### src/rtl/score_bar_sequencer.sv
// score_bar_sequencer: paces one-block plot and bar-clear commands to the score-bar drawer
// using fixed wait counters, queueing correct words that arrive while a command is in flight.
module score_bar_sequencer #(
  parameter int MAX_BLOCKS   = 30,
  parameter int PLOT_CYCLES  = 64,
  parameter int CLEAR_CYCLES = 1600,
  parameter int PEND_DEPTH   = 7
) (
  input  logic       clk,
  input  logic       resetn,
  input  logic       word_correct,
  input  logic       game_reset,
  output logic       enable_plot_scorebar,
  output logic       enable_clear_scorebar,
  output logic [5:0] score,
  output logic [2:0] pending,
  output logic       busy,
  output logic       bar_full,
  output logic       overflow
);
  localparam int WW = $clog2(CLEAR_CYCLES + 1);
  localparam logic [5:0]    MAXB    = 6'(MAX_BLOCKS);
  localparam logic [2:0]    PDEP    = 3'(PEND_DEPTH);
  localparam logic [WW-1:0] PLOT_LD = WW'(PLOT_CYCLES - 1);
  localparam logic [WW-1:0] CLR_LD  = WW'(CLEAR_CYCLES - 1);
  localparam logic [WW-1:0] ONE     = WW'(1);
  typedef enum logic [2:0] {IDLE, PLOT_PULSE, PLOT_WAIT, CLEAR_PULSE, CLEAR_WAIT} state_t;
  state_t        state_q, state_d;
  logic [5:0]    score_q, score_d;
  logic [2:0]    pending_q, pending_d, pend_base;
  logic [WW-1:0] wait_q, wait_d;
  logic          clear_req_q, clear_req_d, overflow_q, overflow_d;
  logic          plot_q, plot_d, clr_q, clr_d, plot_done, discard;
  always_comb begin
    state_d     = state_q;
    score_d     = score_q;
    wait_d      = wait_q;
    clear_req_d = clear_req_q;
    overflow_d  = overflow_q;
    plot_done   = 1'b0;
    discard     = 1'b0;
    case (state_q)
      IDLE: begin
        if (clear_req_q) state_d = CLEAR_PULSE;
        else if (pending_q != 3'd0) begin
          if (score_q < MAXB) state_d = PLOT_PULSE;
          else discard = 1'b1;
        end
      end
      PLOT_PULSE: begin
        wait_d  = PLOT_LD;
        state_d = PLOT_WAIT;
      end
      PLOT_WAIT: begin
        wait_d = wait_q - ONE;
        if (wait_q <= ONE) begin
          plot_done = 1'b1;
          score_d   = score_q + 6'd1;
          state_d   = IDLE;
        end
      end
      CLEAR_PULSE: begin
        clear_req_d = 1'b0;
        score_d     = 6'd0;
        wait_d      = CLR_LD;
        state_d     = CLEAR_WAIT;
      end
      CLEAR_WAIT: begin
        if (wait_q == '0) begin
          state_d    = IDLE;
          overflow_d = 1'b0;
        end else wait_d = wait_q - ONE;
      end
      default: state_d = IDLE;
    endcase
    // A word landing on the plot-completion cycle nets to zero against the retire.
    pend_base = discard ? 3'd0 : (plot_done && pending_q != 3'd0) ? pending_q - 3'd1 : pending_q;
    pending_d = pend_base;
    if (game_reset) begin
      pending_d   = 3'd0;
      clear_req_d = 1'b1;
    end else if (word_correct) begin
      if (pend_base == PDEP) overflow_d = 1'b1;
      else pending_d = pend_base + 3'd1;
    end
    plot_d = state_d == PLOT_PULSE;
    clr_d  = state_d == CLEAR_PULSE;
  end
  always_ff @(posedge clk or negedge resetn) begin
    if (!resetn) begin
      state_q     <= IDLE;
      score_q     <= '0;
      pending_q   <= '0;
      wait_q      <= '0;
      clear_req_q <= 1'b0;
      overflow_q  <= 1'b0;
      plot_q      <= 1'b0;
      clr_q       <= 1'b0;
    end else begin
      state_q     <= state_d;
      score_q     <= score_d;
      pending_q   <= pending_d;
      wait_q      <= wait_d;
      clear_req_q <= clear_req_d;
      overflow_q  <= overflow_d;
      plot_q      <= plot_d;
      clr_q       <= clr_d;
    end
  end
  assign enable_plot_scorebar  = plot_q;
  assign enable_clear_scorebar = clr_q;
  assign score    = score_q;
  assign pending  = pending_q;
  assign busy     = state_q != IDLE;
  assign bar_full = score_q == MAXB;
  assign overflow = overflow_q;
endmodule

### config.mk
export PLATFORM = sky130hd
export DESIGN_NAME = score_bar_sequencer
export DESIGN_NICKNAME = d
export VERILOG_FILES = /design/src/rtl/score_bar_sequencer.sv
export SDC_FILE = /design/constraint.sdc
export NUM_CORES = 1
export LEC_CHECK = 0
export ABC_CLOCK_PERIOD_IN_PS = 3800
export BUFFER_PORTS_ARGS = -buffer_cell sky130_fd_sc_hd__clkbuf_2
export CAP_MARGIN = 20
export CORE_AREA = 2 2 58 60
export DETAILED_ROUTE_END_ITERATION = 8
export DIE_AREA = 0 0 60 62
export GPL_TIMING_DRIVEN = 0
export PLACE_DENSITY = 0.76
export SLEW_MARGIN = 20
export SYNTH_ARGS = -nofsm -noshare
export SYNTH_HDL_FRONTEND = slang
export SYNTH_SLANG_ARGS = --single-unit
### constraint.sdc
create_clock -name clk -period 3.8 [get_ports clk]
set_clock_uncertainty 0.15 [all_clocks]
set_input_delay 0.76 -clock clk [delete_from_list [all_inputs] [get_ports clk]]
set_output_delay 0.76 -clock clk [all_outputs]
set_load 0.005 [all_outputs]
# Word level (Yosys, flattened, before mapping)
# Index checks and enable logic that the tools add are counted.
[word_totals] reg_bits=27 out_inout_bits=14 input_bits=4
[op_classes] n_addsub=4 n_reduce_logical=10 mux=28 eq_ne=10 n_lt_le_gt_ge=2
[ops] op="11-bit one-hot mux with 4 select lines" count=1
[ops] op="3-bit two-way mux" count=10
[ops] op="3-bit one-hot mux with 5 select lines" count=1
[ops] op="1-bit two-way mux" count=13
[ops] op="6-bit one-hot mux with 2 select lines" count=1
[ops] op="11-bit by 1-bit less-or-equal comparator with 1-bit output, second input constant" count=1
[ops] op="11-bit zero test" count=1
[ops] op="11-bit two-way mux" count=1
[ops] op="11-bit by 1-bit subtractor with 11-bit output, second input constant" count=1
[ops] op="3-bit by 2-bit equality test with 1-bit output, second input constant" count=3
[ops] op="6-bit by 1-bit adder with 6-bit output, second input constant" count=1
[ops] op="3-bit by 1-bit equality test with 1-bit output, second input constant" count=2
[ops] op="3-bit equality test, second input constant" count=2
[ops] op="6-bit by 5-bit equality test with 1-bit output, second input constant" count=1
[ops] op="6-bit by 5-bit < comparator with 1-bit output, second input constant" count=1
[ops] op="6-bit two-way mux" count=1
[ops] op="3-bit nonzero test" count=2
[ops] op="2-bit inequality test, second input constant" count=2
[ops] op="2-bit AND reduction" count=2
[ops] op="2-bit nonzero test" count=2
[ops] op="4-bit nonzero test" count=1
[ops] op="3-bit by 1-bit adder with 3-bit output, second input constant" count=1
[ops] op="3-bit zero test" count=1
[ops] op="3-bit by 1-bit subtractor with 3-bit output, second input constant" count=1
[ops] op="1-bit logical AND" count=1

# Logic depth before layout (Yosys ltp)
[logic_depth] depth_word=10 depth_mapped=13 mapped_depth_nobuf=12

# Worst setup path after synthesis
# Ideal clock, no wire load.
[synth_path] path_type="reg-to-reg" from="register wait_q[3]" to="register pending_q[1] (netlist: pending[1])" setup_time_ps=110 n_path_buf=1 arrival_ps=2855 setup_slack_ps=685 synth_period_minus_slack_ps=3115 path_stages_with_launch=11 path_cell_list="dfrtp_1 > or4_4 > or2_1 > buf_6 > nor3_1 > mux2_2 > nor2_1 > ha_1 > nor3b_1 > a211oi_2 > o41ai_1"
[synth_between] elab_chain_len=10 elab_cells_between_ends=11
[synth_lines] item="start: declaration" line="31" rtl="logic [WW-1:0] wait_q, wait_d;"
[synth_lines] item="start signal: assignment" line="103" rtl="wait_q <= wait_d;"
[synth_lines] item="11-bit by 1-bit less-or-equal comparator with 1-bit output (*)" line="56" rtl="if (wait_q <= ONE) begin"
[synth_lines] item="1-bit two-way mux (*)" line="56"
[synth_lines] item="1-bit two-way mux (*)" line="42" rtl="case (state_q)"
[synth_lines] item="1-bit logical AND (*)" line="77" rtl="pend_base = discard ? 3'd0 : (plot_done && pending_q != 3'd0) ? pending_q - 3'd1 : pending_q;"
[synth_lines] item="3-bit two-way mux (*) (2 in series)" line="77"
[synth_lines] item="3-bit by 1-bit adder with 3-bit output or 3-bit equality test (tied branches)" line="84, 83"
[synth_lines] item="3-bit two-way mux" line="83" rtl="if (pend_base == PDEP) overflow_d = 1'b1;"
[synth_lines] item="3-bit two-way mux (*)" line="82" rtl="end else if (word_correct) begin"
[synth_lines] item="3-bit two-way mux (*)" line="79" rtl="if (game_reset) begin"
[synth_lines] item="via pending_d[1]" line="30" rtl="logic [2:0] pending_q, pending_d, pend_base;"
[synth_lines] item="end signal: assignment" line="102" rtl="pending_q <= pending_d;"
[synth_lines] item="end: declaration" line="30"
# Mark *: on every way through the listed nets, which the timed path passes. The rest lies on a longest branch.
# A chain may end at the register's enable or synchronous reset.

# Final worst setup path
[layout_path] from="register wait_q[1]" to="register pending_q[1] (netlist: pending[1])"
# Same word-level chain as after synthesis.

==> run summary <==
Port Buffers -> 17
Final Max Tran Viols -> 0
Skew-Pair Late Insertion Delay -> 0.33 ns
Internal -> 553 uW
Worst VDD drop -> 0.191 mV
Commonest non-fill, non-tap cell in the layout -> dfrtp_1
MaxCap Viol Count -> 0
Iter 0 DRT Violations -> 70
CTS tree -> built
Slowest-stage cell, CP -> dfrtp_1
Synthesized instance count -> 186
All-Layer GR Usage -> 21.9%
Post-layout net count -> 220
CTS sink count -> 27
Final WL -> 3750 um
Slew margin rel. -> 51.7%
Slew @ Worst Pin -> 0.719 ns
Crit-path cells -> inv_1 > ha_1 > o21ba_2 > or4_1 > clkbuf_1 > nor3_1 > mux2_2 > nor2_1 > ha_1 > and2_1 > o311a_1 > a211oi_2 > o41ai_1
Largest delay contributor family on the critical path -> simple AND/OR/NAND/NOR gates
Min Tclk post-route -> 3.48 ns
Initial Util -> 53.8%
CP max stage delay -> 0.46 ns
Combinational power share -> 45.6%
Worst path depth -> 13
Final Hold Violating Endpoints -> 0
DR WL/cell -> 14.8 um
Share of cells above drive strength 1 -> 15.5%
Chip height -> 62 um
CTS Buffer Depth -> 2
Reg clk slew, reported paths -> 0.16 ns
Num rows -> 21
Flop pwr share -> 41.8%
Core Footprint -> 3180 um2
CTS Buf Count -> 3
Setup crit start kind -> register
Cell mode on critical path -> ha_1
WP buf/inv -> 2
Gpl congestion -> 0.781
Final setup viols -> 0
Avg Cell Area, Syn -> 9.20 um2
P_leak -> 0.000781 uW
Mapped cell area -> 1710 um2
Syn. warnings -> 0
Main synth FF type -> dfrtp_1
Top cell type's share of synthesized area -> 39.5%
Distinct cells, synth -> 50
Post-synth top area cell -> dfrtp_1
Class of the worst hold path -> in2async
Setup_tns -> 0 ns
Crit. End Element -> register
Fill count -> 294
CP Max Fanout -> 9
Syn-to-layout area delta -> 10.2%
R2r worst-path depth -> 13
Switching part of the total power -> 45.5%
Post-CTS Setup Inserts -> 0
P_sw -> 462 uW
Drc violations -> 0
Global-route wire length before repair -> 6240 um
Vias per Instance -> 5.97
WHS -> 0.268 ns
Seq cells post-synth -> 27
Drt first pass iters -> 4
Chip Width -> 60 um
Diodes inserted -> 0
Final HPWL DP -> 2810 um
Period utilization -> 91.5%
Top cells by area, synth -> dfrtp_1, ha_1, nor2_1
Worst EP required -> 3.86 ns
Largest net degree at the start of global routing -> 28
Clk pwr share -> 12.7%
Net Count, Synth -> 198
Clk root buf -> clkbuf_4
Post-CTS sizing -> 0
CTS Hold Buffers Added -> 0
Fmax -> 288 MHz
Vias -> 1510
Grt ovf -> 0
Status -> finished, final reports clean
H-tree levels -> 1
EDFF count, synth -> 0
Most frequent cells in the layout -> dfrtp_1, nor2_1, clkbuf_2, inv_1, a21oi_1
Data arrival time of the critical path -> 3.54 ns
# placed instances -> 249
Antenna-violating nets left -> 0
Share of flip-flops with an asynchronous set or reset -> 100%
Boundary pin count -> 18
CP Class -> reg2reg
Seq/Total Area, Yosys -> 39.5%
Power per Cell Area -> 538 nW/um2
RSZ-0062 raised after global routing -> no
Fin cells -> 253
Number of global-route vias before repair -> 1404
Antenna violations before repair -> 0
Die area -> 3720 um2
## cell type report
cell class / count / area, um2 / area share [%]
multi-input combinational: 142 / 968 / 51.4
sequential: 27 / 676 / 35.8
timing repair buffer: 17 / 85.1 / 4.51
tap: 46 / 57.6 / 3.05
inverter: 10 / 37.5 / 1.99
buffer: 7 / 33.8 / 1.79
clock buffer: 3 / 22.5 / 1.19
clock inverter: 1 / 5.00 / 0.265
## sequential cells by signal (all words and copies together), names as in the netlist
signal                 cells
wait_q                    11
score                      6
enable_clear_scorebar      1
state_q                    3
pending                    3
enable_plot_scorebar       1
clear_req_q                1
overflow                   1
## per-layer routing
layer | track usage (%) | vias up | wire length (um) | part of all wire, %
met1 | 30.5 | 725 | 1780 | 48
met2 | 36.8 | 46 | 1770 | 47
met3 | 2.48 | 4 | 171 | 4.6
met5 | 0 | - | 0 | 0
met4 | 5.40 | 0 | 24 | 0.64
li1 | - | 735 | - | -
## power groups by stage
stage | Combinational, uW | Clock [uW] | Sequential, uW
after floorplan | 342 | 0 | 408
after global placement | 433 | 0 | 422
after detailed placement | 457 | 0 | 428
after CTS | 459 | 131 | 422
after global routing | 521 | 141 | 436
final | 463 | 128 | 424
## Yosys cell counts (3+ instances only)
cell type and number:
a211oi_1 3, a21oi_1 10, a31oi_1 4, and2_1 5, clkbuf_1 5, dfrtp_1 27, ha_1 8, inv_1 10
nand2_1 9, nand2b_1 6, nand3_1 4, nand4_1 4, nor2_1 19, nor2b_1 3, nor3_1 8, o21ai_0 8
o311a_1 3, xnor2_1 6
## worst reg2reg max path: stages, from the launching register on
cell and delay, ns:
dfrtp_1 0.46, inv_1 0.12, ha_1 0.14, o21ba_2 0.16, or4_1 0.39, clkbuf_1 0.23
nor3_1 0.27, mux2_2 0.39, nor2_1 0.10, ha_1 0.19, and2_1 0.13, o311a_1 0.20
a211oi_2 0.07, o41ai_1 0.34
## cells by family after synthesis
logic type      Yosys count  share of synthesized area [%]
compound gates           50                           21.3
simple gates             74                           23.8
buf+inv                  17                           4.17
mux                       2                           1.24
flops                    27                           39.5
fa+ha+maj                 8                           5.85
xor+xnor                  8                           4.10
## final timing paths
check                                            from                    end  slack (ns)
worst max-delay path            wait_q[1]$_DFFE_PN0P_   pending[1]$_DFF_PN0_        0.32
worst min-delay path                           resetn  wait_q[1]$_DFFE_PN0P_        0.27
worst max register to register  wait_q[1]$_DFFE_PN0P_   pending[1]$_DFF_PN0_        0.32
worst min register to register     overflow$_DFF_PN0_     overflow$_DFF_PN0_        0.40
max in group asynchronous                      resetn   score[3]$_DFFE_PN0P_        2.78
min in group clk                   overflow$_DFF_PN0_     overflow$_DFF_PN0_        0.40
## through the flow
stage / area [um2] / power, uW / utilization (%) / worst slack, ns
after floorplan: 1710 / 749 / - / 0.685
after global placement: 1850 / 855 / 58.3 / 0.431
after detailed placement: 1850 / 885 / 58.3 / 0.334
after CTS: 1880 / 1010 / 59.1 / 0.289
after global routing: 1890 / 1100 / 59.3 / 0.0198
final: 1890 / 1010 / 59.3 / 0.323
Power figures use the tool's default switching activity.
